### src/rtl/avalon_bus_arbiter.sv
// Two-master, one-slave round-robin arbiter for a 32-bit Avalon-style memory bus.
// Master 0 (CPU) and master 1 (loader/DMA) share one slave. Ownership is held for one complete
// transfer, then the arbiter drops to idle for one cycle before the next grant.
//
// Ports:
//   clk_i, reset_i          clock (rising edge), asynchronous active-high reset
//   m0_* / m1_*             master-side address/read/write/writedata/byteenable inputs,
//                           readdata/waitrequest outputs
//   s_*                     slave-side address/read/write/writedata/byteenable outputs,
//                           readdata/waitrequest inputs
//   grant_o                 one-hot current owner (01 = master 0, 10 = master 1, 00 = idle)
//   busy_o                  high while any master owns the slave
module avalon_bus_arbiter #(
    parameter int unsigned ADDR_W = 32,
    parameter int unsigned DATA_W = 32
) (
    input  logic                clk_i,
    input  logic                reset_i,

    input  logic [ADDR_W-1:0]   m0_address_i,
    input  logic                m0_read_i,
    input  logic                m0_write_i,
    input  logic [DATA_W-1:0]   m0_writedata_i,
    input  logic [DATA_W/8-1:0] m0_byteenable_i,
    output logic [DATA_W-1:0]   m0_readdata_o,
    output logic                m0_waitrequest_o,

    input  logic [ADDR_W-1:0]   m1_address_i,
    input  logic                m1_read_i,
    input  logic                m1_write_i,
    input  logic [DATA_W-1:0]   m1_writedata_i,
    input  logic [DATA_W/8-1:0] m1_byteenable_i,
    output logic [DATA_W-1:0]   m1_readdata_o,
    output logic                m1_waitrequest_o,

    output logic [ADDR_W-1:0]   s_address_o,
    output logic                s_read_o,
    output logic                s_write_o,
    output logic [DATA_W-1:0]   s_writedata_o,
    output logic [DATA_W/8-1:0] s_byteenable_o,
    input  logic [DATA_W-1:0]   s_readdata_i,
    input  logic                s_waitrequest_i,

    output logic [1:0]          grant_o,
    output logic                busy_o
);

    typedef enum logic [1:0] {
        StIdle = 2'd0,
        StOwn0 = 2'd1,
        StOwn1 = 2'd2
    } state_e;

    state_e     state_q, state_d;
    logic       last_owner_q, last_owner_d;
    logic [1:0] grant_q;
    logic       busy_q;

    logic req0, req1;

    assign req0 = m0_read_i | m0_write_i;
    assign req1 = m1_read_i | m1_write_i;

    // Next-state: completion and abort both return to idle, which gives the mandatory bubble.
    always_comb begin
        state_d      = state_q;
        last_owner_d = last_owner_q;
        case (state_q)
            StIdle: begin
                if (req0 && req1) begin
                    // Tie goes to whoever did not complete last; last_owner resets to 1.
                    state_d = last_owner_q ? StOwn0 : StOwn1;
                end else if (req0) begin
                    state_d = StOwn0;
                end else if (req1) begin
                    state_d = StOwn1;
                end
            end
            StOwn0: begin
                if (!req0) begin
                    state_d = StIdle;
                end else if (!s_waitrequest_i) begin
                    state_d      = StIdle;
                    last_owner_d = 1'b0;
                end
            end
            StOwn1: begin
                if (!req1) begin
                    state_d = StIdle;
                end else if (!s_waitrequest_i) begin
                    state_d      = StIdle;
                    last_owner_d = 1'b1;
                end
            end
            default: state_d = StIdle;
        endcase
    end

    // Grant and busy are registered alongside the state so they track it exactly.
    always_ff @(posedge clk_i or posedge reset_i) begin
        if (reset_i) begin
            state_q      <= StIdle;
            last_owner_q <= 1'b1;
            grant_q      <= 2'b00;
            busy_q       <= 1'b0;
        end else begin
            state_q      <= state_d;
            last_owner_q <= last_owner_d;
            grant_q      <= {state_d == StOwn1, state_d == StOwn0};
            busy_q       <= (state_d != StIdle);
        end
    end

    // Slave side mirrors the owner combinationally; a non-owner that requests is stalled.
    always_comb begin
        s_address_o      = '0;
        s_read_o         = 1'b0;
        s_write_o        = 1'b0;
        s_writedata_o    = '0;
        s_byteenable_o   = '0;
        m0_waitrequest_o = req0;
        m1_waitrequest_o = req1;
        case (state_q)
            StOwn0: begin
                s_address_o      = m0_address_i;
                s_read_o         = m0_read_i;
                s_write_o        = m0_write_i;
                s_writedata_o    = m0_writedata_i;
                s_byteenable_o   = m0_byteenable_i;
                m0_waitrequest_o = s_waitrequest_i;
            end
            StOwn1: begin
                s_address_o      = m1_address_i;
                s_read_o         = m1_read_i;
                s_write_o        = m1_write_i;
                s_writedata_o    = m1_writedata_i;
                s_byteenable_o   = m1_byteenable_i;
                m1_waitrequest_o = s_waitrequest_i;
            end
            default: ;
        endcase
    end

    assign m0_readdata_o = s_readdata_i;
    assign m1_readdata_o = s_readdata_i;
    assign grant_o       = grant_q;
    assign busy_o        = busy_q;

endmodule

### config.mk
export PLATFORM = sky130hd
export DESIGN_NAME = avalon_bus_arbiter
export DESIGN_NICKNAME = d
export VERILOG_FILES = /design/src/rtl/avalon_bus_arbiter.sv
export SDC_FILE = /design/constraint.sdc
export NUM_CORES = 1
export LEC_CHECK = 0
export ABC_CLOCK_PERIOD_IN_PS = 2600
export CORE_AREA = 2 2 123 125
export DETAILED_ROUTE_END_ITERATION = 12
export DIE_AREA = 0 0 125 127
export GPL_TIMING_DRIVEN = 0
export SLEW_MARGIN = 10
export SYNTH_ARGS = -nofsm -noshare
export SYNTH_HDL_FRONTEND = slang
export SYNTH_SLANG_ARGS = --single-unit
### constraint.sdc
create_clock -name clk_i -period 2.6 [get_ports clk_i]
set_clock_uncertainty 0.15 [all_clocks]
set_input_delay 0.78 -clock clk_i [delete_from_list [all_inputs] [get_ports clk_i]]
set_output_delay 0.78 -clock clk_i [all_outputs]
set_load 0.05 [all_outputs]
* After elaboration in Yosys (flattened, before gate mapping) *
Index checks and enable logic that the tools add are counted.

word-level totals
  bits in registers = 6
  latch bits = 0
  memory bits (writable) = 0
  ROM bits = 0
  input bits = 175
  output and inout bits = 139
  word-level logic and storage cells = 39
  memories kept = 0

cells by class
  add/subtract/negate cells = 0
  $mul = 0
  div/mod/pow operators = 0
  order comparisons = 0
  eq/ne operators = 8
  shift operators = 0
  muxes and demuxes = 20
  bitwise gates (word level) = 2
  reductions and logical operators = 5

operator list
  operator              number
  $pmux W32 S2          2
  $mux W2               7
  $ne A2 B2 Y1 const B  4
  $pmux W4 S2           1
  $mux W1               6
  $pmux W1 S2           3
  $pmux W2 S3           1
  $reduce_and A5 Y1     1
  $eq A2 B1 Y1 const B  2
  $eq A2 B2 Y1 const B  2
  $reduce_bool A2 Y1    2
  $logic_not A2 Y1      1
  $or A1 B1 Y1          2
  $logic_and A1 B1 Y1   1

* Longest topological paths before layout *
  depth after elaboration = 6
  mapped depth = 6
  depth with buffers taken out = 6

* Worst setup path before layout *
Ideal clock, no wire load.

  kind = register -> output
  start point = register state_q[1]
  end point = output s_address_o[0]
  arrival time = 1.925 ns
  required time = 1.670 ns
  setup slack = -0.255 ns
  stages on the path, launching flop included = 7
  buffers on the path = 2
  cell sequence = dfrtp_1 > inv_1 > ha_1 > buf_2 > clkbuf_1 > a22oi_1 > nor2b_1

on the way
  cells in the longest elaborated chain, start to end = 2
  elaborated cells on any way between the ends = 3
  those cells by class = eq/ne (2); mux (1)

ends and longest elaborated chain
  what                                                 line  source
  start, declared                                      54    state_e state_q, state_d;
  start signal, assigned                               102   state_q <= StIdle;
  start signal, assigned                               107   state_q <= state_d;
  $eq A2 B2 Y1 / $eq A2 B1 Y1 (equally long branches)  123   case (state_q)
  $pmux W32 S2 (*)                                     123
  end, declared                                        36    output logic [ADDR_W-1:0] s_address_o,

Every way passes the cells marked *; elsewhere a longest branch is shown, timed or not.

* Worst setup path in the final report *
  start point = input m0_writedata_i[12]
  end point = output s_writedata_o[12]

on the way
  cells in the longest elaborated chain, start to end = 1

ends and longest elaborated chain
  what             line  source
  start, declared  23    input logic [DATA_W-1:0] m0_writedata_i,
  $pmux W32 S2     123
  end, declared    39    output logic [DATA_W-1:0] s_writedata_o,

Every way passes these cells.

==> results.yml <==
floorplanning:
  die_y_microns: 127
  row_count: 44
  die_w_microns: 125
  die-area_sq_um: 15900
  io_pins: 314
  start_util: 0.134
  coreArea_sq_um: 14400
grt:
  met3_usage: 0.0302
  track_usage: 0.127
  use_met2: 0.250
  antenna_found_initial: 0
  grt_pass1_vias: 3229
  overflow: 0
  grt_pass1_wl_microns: 16700
  met1_usage: 0.140
  busiest_layer: "met2"
  grt_max_degree: 11
pwr:
  cellPowerDensity_nw_per_um2: 971
  total_power_w: 0.00613
  p_leak_nw: 2.49
  peakVddDrop_uv: 378
routing:
  num_vias: 3065
  drc: 0
  drtAntennaViolNets: 0
  routedWlPerCell_microns: 15.0
  firstDrtPassIters: 4
  drt_iter0_markers: 35
  wirelength_microns: 11200
  avgViaCountPerCell: 4.09
critical_path:
  crit_type: "in2out"
  crit_fanout: 1
  arrival_ns: 1.68
  r2r_start: "state_q[1]"
  regToRegSetupSlack_ns: 0.82
  rr_endpoint: "busy_o"
  endpoint_kind: "output pin"
  worstRegToRegCells: 7
  cp.required_ns: 1.67
  start_kind: "input pin"
run_status:
  violations: "setup timing"
  outcome: "finished with violations"
layout:
  antenna_cells: 0
  drive_above_1_share: 0.573
  nNetsFinal: 745
  areaGrowthSynthToFinish_pct: 228
  utilization: 0.438
  layout_common_cells: "clkdlybuf4s50_1, buf_6, buf_4, a22oi_2, nor2b_2"
  final_common_cell: "clkdlybuf4s50_1"
yosys:
  netlist_instances: 269
  synth_largest_area_cell: "a22oi_1"
  yosys_warnings: 0
  ys_seq_area_frac: 0.0786
  synthTopCellsByArea: "a22oi_1, buf_4, nor2b_1"
  ys_ff_latch: 6
  netlist.area_leader.share: 0.273
  synth.distinct_cells: 23
  syn_nets: 448
  synth_area_per_cell_sq_um: 7.16
  synthesis.area_sq_um: 1930
timing:
  slew_headroom: 0.655
  worstMarginPinSlew_ns: 0.516
  fin_crit_ns: 2.61
  drv_slew: 0
  setup_viol: 2
  fin_crit_sh: 1.00
  rsz0062_at_grt: "yes"
  finalHoldViolations: 0
  worst_slack_ns: -0.0100
  setup_tns_ns: -0.0127
  max_freq_mhz: 383
run:
  drv_cap: 0
worst_hold_path:
  whs_endpoint: "last_owner_q"
  hp-start: "last_owner_q"
  min_path_cells: 2
  hold_path_class: "reg2reg"
clock_network:
  numCtsBuffers: 3
  cts_tree: "done"
  cts_hold_buf: 0
  clock_path_buffers: 2
  clock-sinks: 6
  clock_latency_ns: 0.23
  cts_root_buffer: "clkbuf_16"
  htree_num_levels: 1
  cts.clk_slew.worst_paths_ns: 0.03
placed_design:
  port_buffers: 281
  post-dp-hpwl_microns: 9050
  gp_congestion: 0.831
  pre_cts_ws_ns: -0.951
-- final cells by class --
| type | count | area (sq um) |
|---|---|---|
| plain buffers | 86 | 870 |
| clock buffers | 4 | 78.8 |
| fillers | 1363 | 8110 |
| inverters | 5 | 21.3 |
| multi-input cells | 171 | 1890 |
| flip-flops and latches | 6 | 153 |
| well taps | 184 | 230 |
| repair buffers | 293 | 3070 |
-- flip-flops by register name, summed over array words and instances, names as in the netlist --
name / flops
grant_o: 2
state_q: 2
busy_o: 1
last_owner_q: 1
-- per-stage QoR --
stage | area, sq um | hold WS [ns] | cells
floorplan | 2250 | 0.351 | 269
finish | 6310 | 0.375 | 749
global placement | 5300 | 0.380 | 734
CTS | 5860 | 0.379 | 744
global route | 6310 | 0.405 | 749
detailed placement | 5300 | 0.370 | 734
-- routing by layer --
layer  vias to the layer above  routed length [microns]
met5                         -                        0
met4                         0                       81
met3                         8                      967
met2                       184                     6180
met1                      1388                     4000
li1                       1485                        -
-- worst max path at each step --
stage / from / to / slack (ns) / cells past startpoint
2_1_floorplan: state_q[1] / s_address_o[0] / -0.01 / 6
3_3_place_gp: state_q[1] / s_writedata_o[29] / -0.92 / 7
3_5_place_dp: state_q[1] / s_writedata_o[29] / -0.95 / 7
4_1_cts: state_q[1] / s_byteenable_o[3] / -0.06 / 7
5_1_grt: state_q[0] / s_writedata_o[31] / -0.06 / 7
6_report: m0_writedata_i[12] / s_writedata_o[12] / -0.01 / 4
-- cells by family (layout without fill, tap and decap cells) --
| group | after synthesis | in the layout | synth area share |
|---|---|---|---|
| adders and majority gates | 4 | 4 | 0.0260 |
| DFF | 6 | 6 | 0.0786 |
| AOI/OAI and AO/OA | 84 | 84 | 0.321 |
| and+or+nand+nor | 83 | 83 | 0.264 |
| buffers and inverters | 92 | 388 | 0.310 |
-- Yosys cell counts --
| cell type | count |
|---|---|
| a22oi_1 | 70 |
| buf_2 | 9 |
| ha_1 | 4 |
| nand2_1 | 1 |
| a21oi_2 | 1 |
| nor3_1 | 1 |
| dfstp_2 | 1 |
| o21ai_1 | 3 |
| nor2b_1 | 73 |
| or2_4 | 1 |
| nor3_2 | 1 |
| or3_1 | 1 |
| nor2_1 | 5 |
| buf_4 | 64 |
| clkbuf_1 | 14 |
| a32oi_1 | 1 |
| a32o_1 | 1 |
| o31ai_1 | 2 |
| a21o_1 | 1 |
| a21oi_1 | 4 |
| dfrtp_1 | 5 |
| inv_1 | 5 |
| o211ai_1 | 1 |
-- report_power, final --
part / internal (W) / switching [W] / total (W)
sequential: 0.000141 / 0.0000318 / 0.000173
clock: 0.000203 / 0.0000510 / 0.000254
combinational: 0.00271 / 0.00300 / 0.00570
-- worst max-delay path, cell delays in order --
cell             delay (ns)
clkdlybuf4s50_1        0.44
a22oi_2                0.25
nor2b_4                0.06
buf_6                  0.15
-- repair_timing --
item	4_1_cts	5_1_grt
endpoints found under the setup margin	73	75
resized for setup	593	106
cloned	1	2
setup buffers	5	4
pin swaps	13	18
No activity file was read; power rests on OpenSTA's default activity.
